### src/rtl/mc_control.sv
// mc_control: multicycle RV32I control FSM sequencing PC, IR, ALU, register file and unified memory port.
module mc_control #(
    parameter int RESET_TO_FETCH = 1
) (
    input  logic       clk,
    input  logic       rst,
    input  logic [6:0] opcode,
    input  logic [2:0] funct3,
    input  logic       funct7b5,
    input  logic       zero,
    input  logic       mem_ready,
    output logic       pc_write,
    output logic       ir_write,
    output logic       adr_src,
    output logic       mem_write,
    output logic       mem_req,
    output logic       reg_write,
    output logic [1:0] result_src,
    output logic [1:0] alu_src_a,
    output logic [1:0] alu_src_b,
    output logic [1:0] imm_src,
    output logic [2:0] alu_control,
    output logic       illegal,
    output logic [3:0] state
);
    typedef enum logic [3:0] {
        FETCH, DECODE, MEMADR, MEMREAD, MEMWB, MEMWRITE,
        EXECUTER, ALUWB, EXECUTEI, JAL, BEQ, TRAP
    } state_t;

    localparam logic [6:0] OP_LW  = 7'b0000011;
    localparam logic [6:0] OP_SW  = 7'b0100011;
    localparam logic [6:0] OP_R   = 7'b0110011;
    localparam logic [6:0] OP_I   = 7'b0010011;
    localparam logic [6:0] OP_JAL = 7'b1101111;
    localparam logic [6:0] OP_BEQ = 7'b1100011;
    // Only the fetch-on-reset flavour exists; anything else parks the FSM in TRAP.
    localparam state_t RST_STATE = (RESET_TO_FETCH == 1) ? FETCH : TRAP;

    state_t cur, nxt;
    logic f3_ok;
    logic [2:0] alu_fn;

    assign state = cur;
    assign f3_ok = (funct3 == 3'b000) || (funct3 == 3'b010) || (funct3 == 3'b110) || (funct3 == 3'b111);
    assign alu_fn = (funct3 == 3'b000) ? ((cur == EXECUTER && funct7b5) ? 3'b001 : 3'b000) :
                    (funct3 == 3'b010) ? 3'b101 :
                    (funct3 == 3'b110) ? 3'b011 : 3'b010;

    always_ff @(posedge clk or posedge rst)
        if (rst) cur <= RST_STATE;
        else cur <= nxt;

    always_comb begin
        nxt = cur;
        pc_write = 1'b0;
        ir_write = 1'b0;
        adr_src = 1'b0;
        mem_write = 1'b0;
        mem_req = 1'b0;
        reg_write = 1'b0;
        result_src = 2'b00;
        alu_src_a = 2'b00;
        alu_src_b = 2'b00;
        imm_src = 2'b00;
        alu_control = 3'b000;
        illegal = 1'b0;
        case (cur)
            FETCH: begin
                mem_req = 1'b1;
                alu_src_b = 2'b10;
                result_src = 2'b10;
                ir_write = mem_ready;
                pc_write = mem_ready;
                nxt = mem_ready ? DECODE : FETCH;
            end
            DECODE: begin
                alu_src_a = 2'b01;
                alu_src_b = 2'b01;
                imm_src = (opcode == OP_SW) ? 2'b01 : (opcode == OP_BEQ) ? 2'b10 : (opcode == OP_JAL) ? 2'b11 : 2'b00;
                nxt = (opcode == OP_LW || opcode == OP_SW) ? MEMADR :
                      (opcode == OP_R && f3_ok) ? EXECUTER :
                      (opcode == OP_I && f3_ok) ? EXECUTEI :
                      (opcode == OP_JAL) ? JAL :
                      (opcode == OP_BEQ && funct3 == 3'b000) ? BEQ : TRAP;
            end
            MEMADR: begin
                alu_src_a = 2'b10;
                alu_src_b = 2'b01;
                imm_src = (opcode == OP_SW) ? 2'b01 : 2'b00;
                nxt = (opcode == OP_SW) ? MEMWRITE : MEMREAD;
            end
            MEMREAD: begin
                mem_req = 1'b1;
                adr_src = 1'b1;
                nxt = mem_ready ? MEMWB : MEMREAD;
            end
            MEMWB: begin
                result_src = 2'b01;
                reg_write = 1'b1;
                nxt = FETCH;
            end
            MEMWRITE: begin
                mem_req = 1'b1;
                adr_src = 1'b1;
                mem_write = 1'b1;
                nxt = mem_ready ? FETCH : MEMWRITE;
            end
            EXECUTER, EXECUTEI: begin
                alu_src_a = 2'b10;
                alu_src_b = (cur == EXECUTEI) ? 2'b01 : 2'b00;
                alu_control = alu_fn;
                nxt = ALUWB;
            end
            ALUWB: begin
                reg_write = 1'b1;
                nxt = FETCH;
            end
            // ALU forms oldPC+4 for the link while ALUOut carries the target latched in DECODE.
            JAL: begin
                alu_src_a = 2'b01;
                alu_src_b = 2'b10;
                imm_src = 2'b11;
                pc_write = 1'b1;
                nxt = ALUWB;
            end
            BEQ: begin
                alu_src_a = 2'b10;
                alu_control = 3'b001;
                imm_src = 2'b10;
                pc_write = zero;
                nxt = FETCH;
            end
            default: begin
                illegal = 1'b1;
                nxt = TRAP;
            end
        endcase
        if (rst) begin
            pc_write = 1'b0;
            ir_write = 1'b0;
            mem_write = 1'b0;
            reg_write = 1'b0;
            mem_req = 1'b0;
        end
    end
endmodule

### config.mk
export PLATFORM = sky130hd
export DESIGN_NAME = mc_control
export DESIGN_NICKNAME = d
export VERILOG_FILES = /design/src/rtl/mc_control.sv
export SDC_FILE = /design/constraint.sdc
export NUM_CORES = 1
export LEC_CHECK = 0
export CAP_MARGIN = 30
export CORE_UTILIZATION = 26
export CTS_CLUSTER_SIZE = 12
export DETAILED_ROUTE_END_ITERATION = 16
export PLACE_DENSITY = 0.57
export RECOVER_POWER = 50
export SLEW_MARGIN = 20
export SYNTH_ARGS = -nofsm -noshare
export SYNTH_HDL_FRONTEND = slang
export SYNTH_SLANG_ARGS = --single-unit
### constraint.sdc
create_clock -name clk -period 2.58 [get_ports clk]
set_input_delay 0.774 -clock clk [delete_from_list [all_inputs] [get_ports clk]]
set_output_delay 0.774 -clock clk [all_outputs]
set_load 0.05 [all_outputs]
## After elaboration in Yosys (flattened, before gate mapping)

Index checks and enable logic that the tools add are counted.

- Equality and inequality tests: 19
- Reduce and logical (&&, ||, !) cells: 21
- Muxes and demuxes: 36

Operators by type and width:

| kind | count |
|---|---|
| $pmux 4 s7 | 1 |
| $mux 1 | 17 |
| $eq 4x3->1 const B | 4 |
| $mux 3 | 5 |
| $eq 7x6->1 const B | 2 |
| $eq 7x7->1 const B | 2 |
| $eq 4x4->1 const B | 3 |
| $reduce_or 2->1 | 6 |
| $reduce_or 11->1 | 1 |
| $mux 2 | 5 |
| $reduce_or 3->1 | 3 |
| $eq 4x2->1 const B | 2 |
| $mux 4 | 2 |
| $pmux 2 s2 | 2 |
| $pmux 2 s4 | 1 |
| $eq 7x2->1 const B | 1 |
| $eq 7x5->1 const B | 1 |
| $eq 3x3->1 const B | 2 |
| $pmux 2 s3 | 1 |
| $pmux 3 s2 | 1 |
| $eq 4x1->1 const B | 1 |
| $logic_and 1x1->1 | 4 |
| $logic_not 4->1 | 1 |
| $logic_or 1x1->1 | 4 |
| 4 further kinds | 4 |

- Flip-flop bits (word level): 4
- Bits of input ports: 15
- Logic and storage cells: 77

## Logic depth before layout (Yosys ltp)

Gate-level depths: netlist of run 1.

- Word-level depth: 9
- Depth in mapped cells: 6

## Least setup slack after synthesis of run 1

No wires, ideal clock.

- Path kind: register -> output
- From: register cur[2] (netlist: state[2])
- To: output port ir_write
- Stages on the path, launching flop included: 4
- Arrival time: 3.140 ns
- Required time: 1.806 ns
- Path slack: -1.334 ns
- Cells stage by stage: dfrtp_1 -> clkbuf_1 -> nor4_1 -> and3_1

- Cells in the longest elaborated chain, start to end: 3

RTL lines:

| what | line | RTL |
|---|---|---|
| from (decl) | 40 | `state_t cur, nxt;` |
| from (signal assigned) | 52 | `else cur <= nxt;` |
| $logic_not 4->1 | 68 | `case (cur)` |
| $mux 1 | 68 |  |
| $mux 1 | 139 | `if (rst) begin` |
| to (decl) | 13 | `output logic ir_write,` |

Every way passes these cells.

## Final worst setup path of run 1

- From: input port opcode[4]
- To: output port imm_src[1]

- Cells in the longest elaborated chain, start to end: 5

RTL lines:

| what | line | RTL |
|---|---|---|
| from (decl) | 7 | `input logic [6:0] opcode,` |
| $eq 7x7->1 | 80 | `imm_src = (opcode == OP_SW) ? 2'b01 : (opcode == OP_BEQ) ? 2'b10 : (opcode == OP_JAL) ? 2'b11 : 2'b00;` |
| $mux 2 (2 in a row) | 80 |  |
| $mux 2 (*) | 80 |  |
| $pmux 2 s4 (*) | 68 |  |
| to (decl) | 21 | `output logic [1:0] imm_src,` |

Mark *: on every way between the ends. The rest lies on a longest branch, timed or not.

==> flow_metrics.env, run 1 <==
export IMPL_nets=175
export IMPL_cts_buffer_depth=2
export IMPL_ys_async_sr_fraction=1.000
export IMPL_ys_seq_elements=4
export IMPL_via_count=939
export IMPL_arrival_ps=1950
export IMPL_totalWireLength_um=2319
export IMPL_max_cap_violations=0
export IMPL_largest_reg_flops=4
export IMPL_drive_gt1_frac=0.4906
export IMPL_n_antenna_cell=0
export IMPL_synth_nets=116
export IMPL_hold_path_class="input port to asynchronous set/reset pin"
export IMPL_violations="setup timing"
export IMPL_synth_distinct_cells=32
export IMPL_synthFlopType="dfrtp_1"
export IMPL_gp_congestion=0.7461
export IMPL_grt_pass1_vias=837
export IMPL_area_delta_synth_final_pct=133.7
export IMPL_die_h_um=51.74
export IMPL_grt_pass1_wl_um=3836
export IMPL_grt_setup_unrepaired="true"
export IMPL_end_kind="output pin"
export IMPL_slew_headroom=0.6675
export IMPL_vias_per_cell=5.021
export IMPL_cts_sinks=4
export IMPL_numPortBuffers=36
export IMPL_ff2ff_setup_slack_ps=700
export IMPL_clock_root_buffer="clkbuf_4"
export IMPL_ys_warn_count=0
export IMPL_post_dp_hpwl_um=1865
export IMPL_dieArea_mm2=0.002677
export IMPL_final_min_clock_period_ps=2727
export IMPL_dpl_cell_count=177
export IMPL_timing_rr_start="state[3]"
export IMPL_num_rows=17
export IMPL_fmax_ghz=0.3668
export IMPL_hold_buffers=0
export IMPL_clock_skew_final_ps=5.737
export IMPL_drtPass1Iterations=4
export IMPL_grt_max_degree=16
export IMPL_instances_no_fill=187
export IMPL_crit_fanout=3
export IMPL_outcome="complete, but fails checks"
export IMPL_drv_slew=0
export IMPL_r2r_end="state[2]"
export IMPL_finalSetupTns_ps=-267.6
export IMPL_synthTopCellsByArea="dfrtp_1 16%, a21oi_1 10%, nor3_1 7.0%, nand2b_1 6.8%, o21ai_0 5.4%"
export IMPL_peakVddDrop_uv=1110
export IMPL_pin_count=37
export IMPL_avgRoutedWirePerCell_um=12.40
export IMPL_synth_top_cell_area_share=0.1556
export IMPL_hold_viol_final=0
export IMPL_max_slew_worst_pin_slew_ps=497.2
export IMPL_power_per_cell_area_mw_per_mm2=1267
export IMPL_setup_ws_ps=-146.5
export IMPL_ys_seq_area_frac=0.1556
export IMPL_cts_clk_slew_worst_paths_ps=40
export IMPL_ant_nets=0
export IMPL_critPathKind="input port to output pin"
export IMPL_dieWidth_um=51.74
export IMPL_p_leak_nw=0.6151
export IMPL_syn_area_per_cell_um2=6.367
export IMPL_tritoncts="done"
export IMPL_grt_overflow=0
export IMPL_start_util=0.2826
export IMPL_syn_inst=101
export IMPL_final_cell_mix="24 x buf_4, 18 x buf_12, 9 x a21oi_1"
export IMPL_crit_required_ps=1810
export IMPL_fin_crit_sh=1.057
export IMPL_finalSetupViolations=2
export IMPL_drc=0
export IMPL_clkLatencyLatePin_ps=230
export IMPL_antenna_found_initial=0
export IMPL_crit_path_start_kind="input port"
export IMPL_coreArea_mm2=0.002276
export IMPL_grt_usage=0.1865
export IMPL_htree_levels=1
export IMPL_synth_area_um2=643.1
export IMPL_cts_buffers=3
export IMPL_drt_initial_drc_count=19
export IMPL_synth_top_area_cell="dfrtp_1"
export IMPL_worstRegToRegCells=5
export IMPL_synth_edff_count=0
export IMPL_final_common_cell="buf_4"
export IMPL_timing_hold_ws_ps=796.9
[per-layer routing]
metal / vias to the layer above / wire length, um / global-route usage
met4: 0 / 0 / 0
met5: - / 0 / 0
met1: 434 / 985 / 0.2504
li1: 477 / - / -
met3: 0 / 93 / 0.02632
met2: 28 / 1240 / 0.3333
[cells in the mapped netlist (2+ instances only)]
| library cell | instances |
|---|---|
| a21oi_1 | 13 |
| and2_1 | 3 |
| and3_1 | 2 |
| buf_2 | 2 |
| clkbuf_1 | 5 |
| dfrtp_1 | 4 |
| inv_1 | 5 |
| nand2_1 | 6 |
| nand2b_1 | 7 |
| nand3_1 | 2 |
| nor2_1 | 8 |
| nor2b_1 | 2 |
| nor3_1 | 9 |
| nor3b_1 | 3 |
| nor4_1 | 2 |
| o21ai_0 | 7 |
| o21bai_1 | 3 |
| or3_1 | 3 |
| or4_1 | 2 |
[kinds of logic (layout without fill, tap and decap cells)]
group | after synthesis | after routing | synth area share
flops | 4 | 4 | 0.1556
simple gates | 52 | 52 | 0.4533
compound gates | 30 | 30 | 0.2841
xor+xnor | 2 | 2 | 0.02724
buf+inv | 13 | 71 | 0.07977
[area by class of cell]
cell class / count / area (um2)
sequential: 4 / 106.4
clock buffer: 4 / 26.28
multi-input combinational: 84 / 636.9
timing repair buffer: 62 / 679.4
inverter: 5 / 18.77
fill: 198 / 773.2
tap: 28 / 35.03
[where the power goes]
group | internal [mW] | switching (mW) | total, mW
combinational | 0.718 | 0.918 | 1.64
clock | 0.0580 | 0.0247 | 0.0827
sequential | 0.100 | 0.0865 | 0.187
[through the flow]
stage	util	setup WS (ps)	instance area, um2	power, mW
floorplan	-	-327.4	777.0	1.130
global placement	0.6438	-532.8	1465	1.770
detailed placement	0.6438	-528.7	1465	1.786
CTS	0.6564	-214.5	1494	1.894
global route	0.6603	-185.2	1503	2.013
finish	0.6603	-146.5	1503	1.904
[critical path, cell delays in order]
cell and delay, ps:
buf_6 90, nand2b_4 130, or3_4 370, a211o_4 280
a21oi_4 150, buf_12 150
[how the worst max path moves through the flow]
stage              start         end  slack (ps)
2_1_floorplan   state[2]   mem_write        -330
4_1_cts        opcode[4]  imm_src[1]        -210
3_5_place_dp   opcode[5]  imm_src[1]        -530
3_3_place_gp   opcode[5]  imm_src[1]        -530
5_1_grt        opcode[4]  imm_src[0]        -190
6_report       opcode[4]  imm_src[1]        -150
[what timing repair did]
item                                   4_1_cts  5_1_grt
gates resized for setup                     41        4
setup endpoints to repair                    9        6
setup buffers                                2        4
pin swaps                                   15        3
gates cloned                                 0        0
endpoints found under the hold margin        0        0
(Power assumes the default switching activity.)
==> run 2: changes to the inputs <==
--- a/config.mk
+++ b/config.mk
@@ -9,6 +9,7 @@
 export CORE_UTILIZATION = 26
 export CTS_CLUSTER_SIZE = 12
 export DETAILED_ROUTE_END_ITERATION = 16
+export GPL_TIMING_DRIVEN = 0
 export PLACE_DENSITY = 0.57
 export RECOVER_POWER = 50
 export SLEW_MARGIN = 20
==> constraint.sdc (replaced) <==
create_clock -name clk -period 2.58 [get_ports clk]
set_input_delay 0.258 -clock clk [delete_from_list [all_inputs] [get_ports clk]]
set_output_delay 0.258 -clock clk [all_outputs]
set_load 0.02 [all_outputs]
==> flow_metrics.env, run 2 (synthesis gave the netlist of run 1 again) <==
export IMPL_gp_congestion=0.7775
export IMPL_finalSetupTns_ps=0
export IMPL_dieWidth_um=51.74
export IMPL_route_met2_wl_um=926
export IMPL_wl_met3_um=117
export IMPL_vias_per_cell=5.000
export IMPL_grt_max_degree=11
export IMPL_num_rows=17
export IMPL_fin_area_mm2=0.001052
export IMPL_max_cap_violations=0
export IMPL_p_leak_nw=0.4000
export IMPL_hold_viol_final=0
export IMPL_max_slew_worst_pin_slew_ps=387.9
export IMPL_htree_levels=1
export IMPL_coreArea_mm2=0.002276
export IMPL_end_kind="output pin"
export IMPL_fmax_ghz=0.4212
export IMPL_dpl_instance_area_mm2=0.001039
export IMPL_cts_clk_slew_worst_paths_ps=40
export IMPL_cts_buffers=3
export IMPL_crit_required_ps=2320
export IMPL_fin_crit_sh=0.9202
export IMPL_post_dp_hpwl_um=1635
export IMPL_wl_met1_um=996
export IMPL_tritoncts="done"
export IMPL_drv_slew=0
export IMPL_cts_setup_buffers=0
export IMPL_final_cell_mix="27 x clkdlybuf4s50_1, 13 x a21oi_1, 9 x nor3_1"
export IMPL_crit_fanout=9
export IMPL_top_layer="met3"
export IMPL_clock_root_buffer="clkbuf_4"
export IMPL_multiInputGateArea_um2=491.7
export IMPL_final_common_cell="clkdlybuf4s50_1"
export IMPL_grt_setup_unrepaired="false"
export IMPL_n_antenna_cell=0
export IMPL_clock_skew_final_ps=6.410
export IMPL_crit_path_start_kind="flop"
export IMPL_start_util=0.2826
export IMPL_cts_buffer_depth=2
export IMPL_n_fill_cell=242
export IMPL_totalWireLength_um=2041
export IMPL_final_min_clock_period_ps=2374
export IMPL_die_h_um=51.74
export IMPL_finalSetupViolations=0
export IMPL_arrival_ps=2120
export IMPL_nets=156
export IMPL_area_delta_synth_final_pct=63.62
export IMPL_pin_count=37
export IMPL_drtPass1Iterations=4
export IMPL_instances_no_fill=167
export IMPL_clkLatencyLatePin_ps=230
export IMPL_grt_pass1_vias=780
export IMPL_critPathKind="flop to output pin"
export IMPL_numPortBuffers=36
export IMPL_slew_headroom=0.7390
export IMPL_drt_initial_drc_count=17
export IMPL_post_route_util=0.4623
export IMPL_via_count=835
export IMPL_outcome="finished, final reports clean"
export IMPL_cts_sinks=4
export IMPL_dpl_cell_count=165
export IMPL_drive_gt1_frac=0.07194
export IMPL_seqCellArea_um2=100.1
export IMPL_largest_reg_flops=4
export IMPL_avgRoutedWirePerCell_um=12.22
export IMPL_grt_pass1_wl_um=3477
export IMPL_hold_buffers=0
export IMPL_antenna_found_initial=0
export IMPL_peakVddDrop_uv=564.4
export IMPL_grt_overflow=0
export IMPL_grt_usage=0.1706
export IMPL_ant_nets=0
export IMPL_power_mw=1.109
export IMPL_power_per_cell_area_mw_per_mm2=1054
export IMPL_dieArea_mm2=0.002677
export IMPL_hold_path_class="input port to asynchronous set/reset pin"
export IMPL_drc=0
==> run 2: cell count changes in the layout (fill, tap and decap cells not counted), moves of 3 or more <==
| cell | before | now |
|---|---|---|
| buf_2 | 6 | 2 |
| dfrtp_1 | 1 | 4 |
| a21oi_1 | 9 | 13 |
| buf_4 | 24 | 0 |
| buf_12 | 18 | 0 |
| clkdlybuf4s50_1 | 2 | 27 |
| nor3_1 | 5 | 9 |
| nor3b_1 | 0 | 3 |
| dlygate4sd3_1 | 0 | 7 |
| dlygate4sd2_1 | 7 | 1 |
| nor3_4 | 3 | 0 |
==> run 2: cell type report <==
cell class | instances | share of cell area
Clock buffer | 3 | 0.02140
Inverter | 5 | 0.01784
Buffer | 7 | 0.02973
Timing Repair Buffer | 36 | 0.3353
Multi-Input combinational cell | 84 | 0.4673
Sequential cell | 4 | 0.09512
Tap cell | 28 | 0.03329
==> run 2: per-layer routing <==
layer | global-route usage | vias up
li1 | - | 440
met1 | 0.2416 | 366
met2 | 0.2684 | 29
met3 | 0.03509 | 0
met4 | 0.02703 | 0
met5 | 0 | -
==> run 2: worst paths after layout <==
kind                           from         to  slack (ps)  cells after the start
setup / recovery           state[1]  reg_write         210                      6
hold / removal                  rst   state[0]         460                      2
setup reg to reg           state[1]   state[2]         690                      5
hold reg to reg            state[3]   state[1]         700                      2
max in group asynchronous       rst   state[3]        1930                      2
min in group clk           state[3]   state[1]         700                      2
==> run 2: worst max-delay path: stages (launching register included) <==
cell and delay, ps:
dfrtp_1 360, buf_2 170, nand2b_1 70, clkbuf_1 300, nand2_1 150, nor3_1 200, clkdlybuf4s50_1 630
==> run 2: repair_timing <==
action,4_1_cts,5_1_grt
resized for setup,1,5
setup endpoints to repair,1,4
hold endpoints to repair,0,0
cloned,0,0
==> run 2: where the power goes <==
part	total, mW	switching [mW]	internal [mW]
logic	0.900	0.508	0.392
registers	0.135	0.0423	0.0930
clock network	0.0743	0.0225	0.0518
==> run 2: through the flow <==
step | worst slack [ps] | hold slack, ps
final | 206.0 | 459.8
after global routing | 17.65 | 484.6
after CTS | 46.86 | 345.4
after detailed placement | -69.31 | 589.2
after global placement | -68.18 | 586.1
after floorplan | 426.8 | 37.77
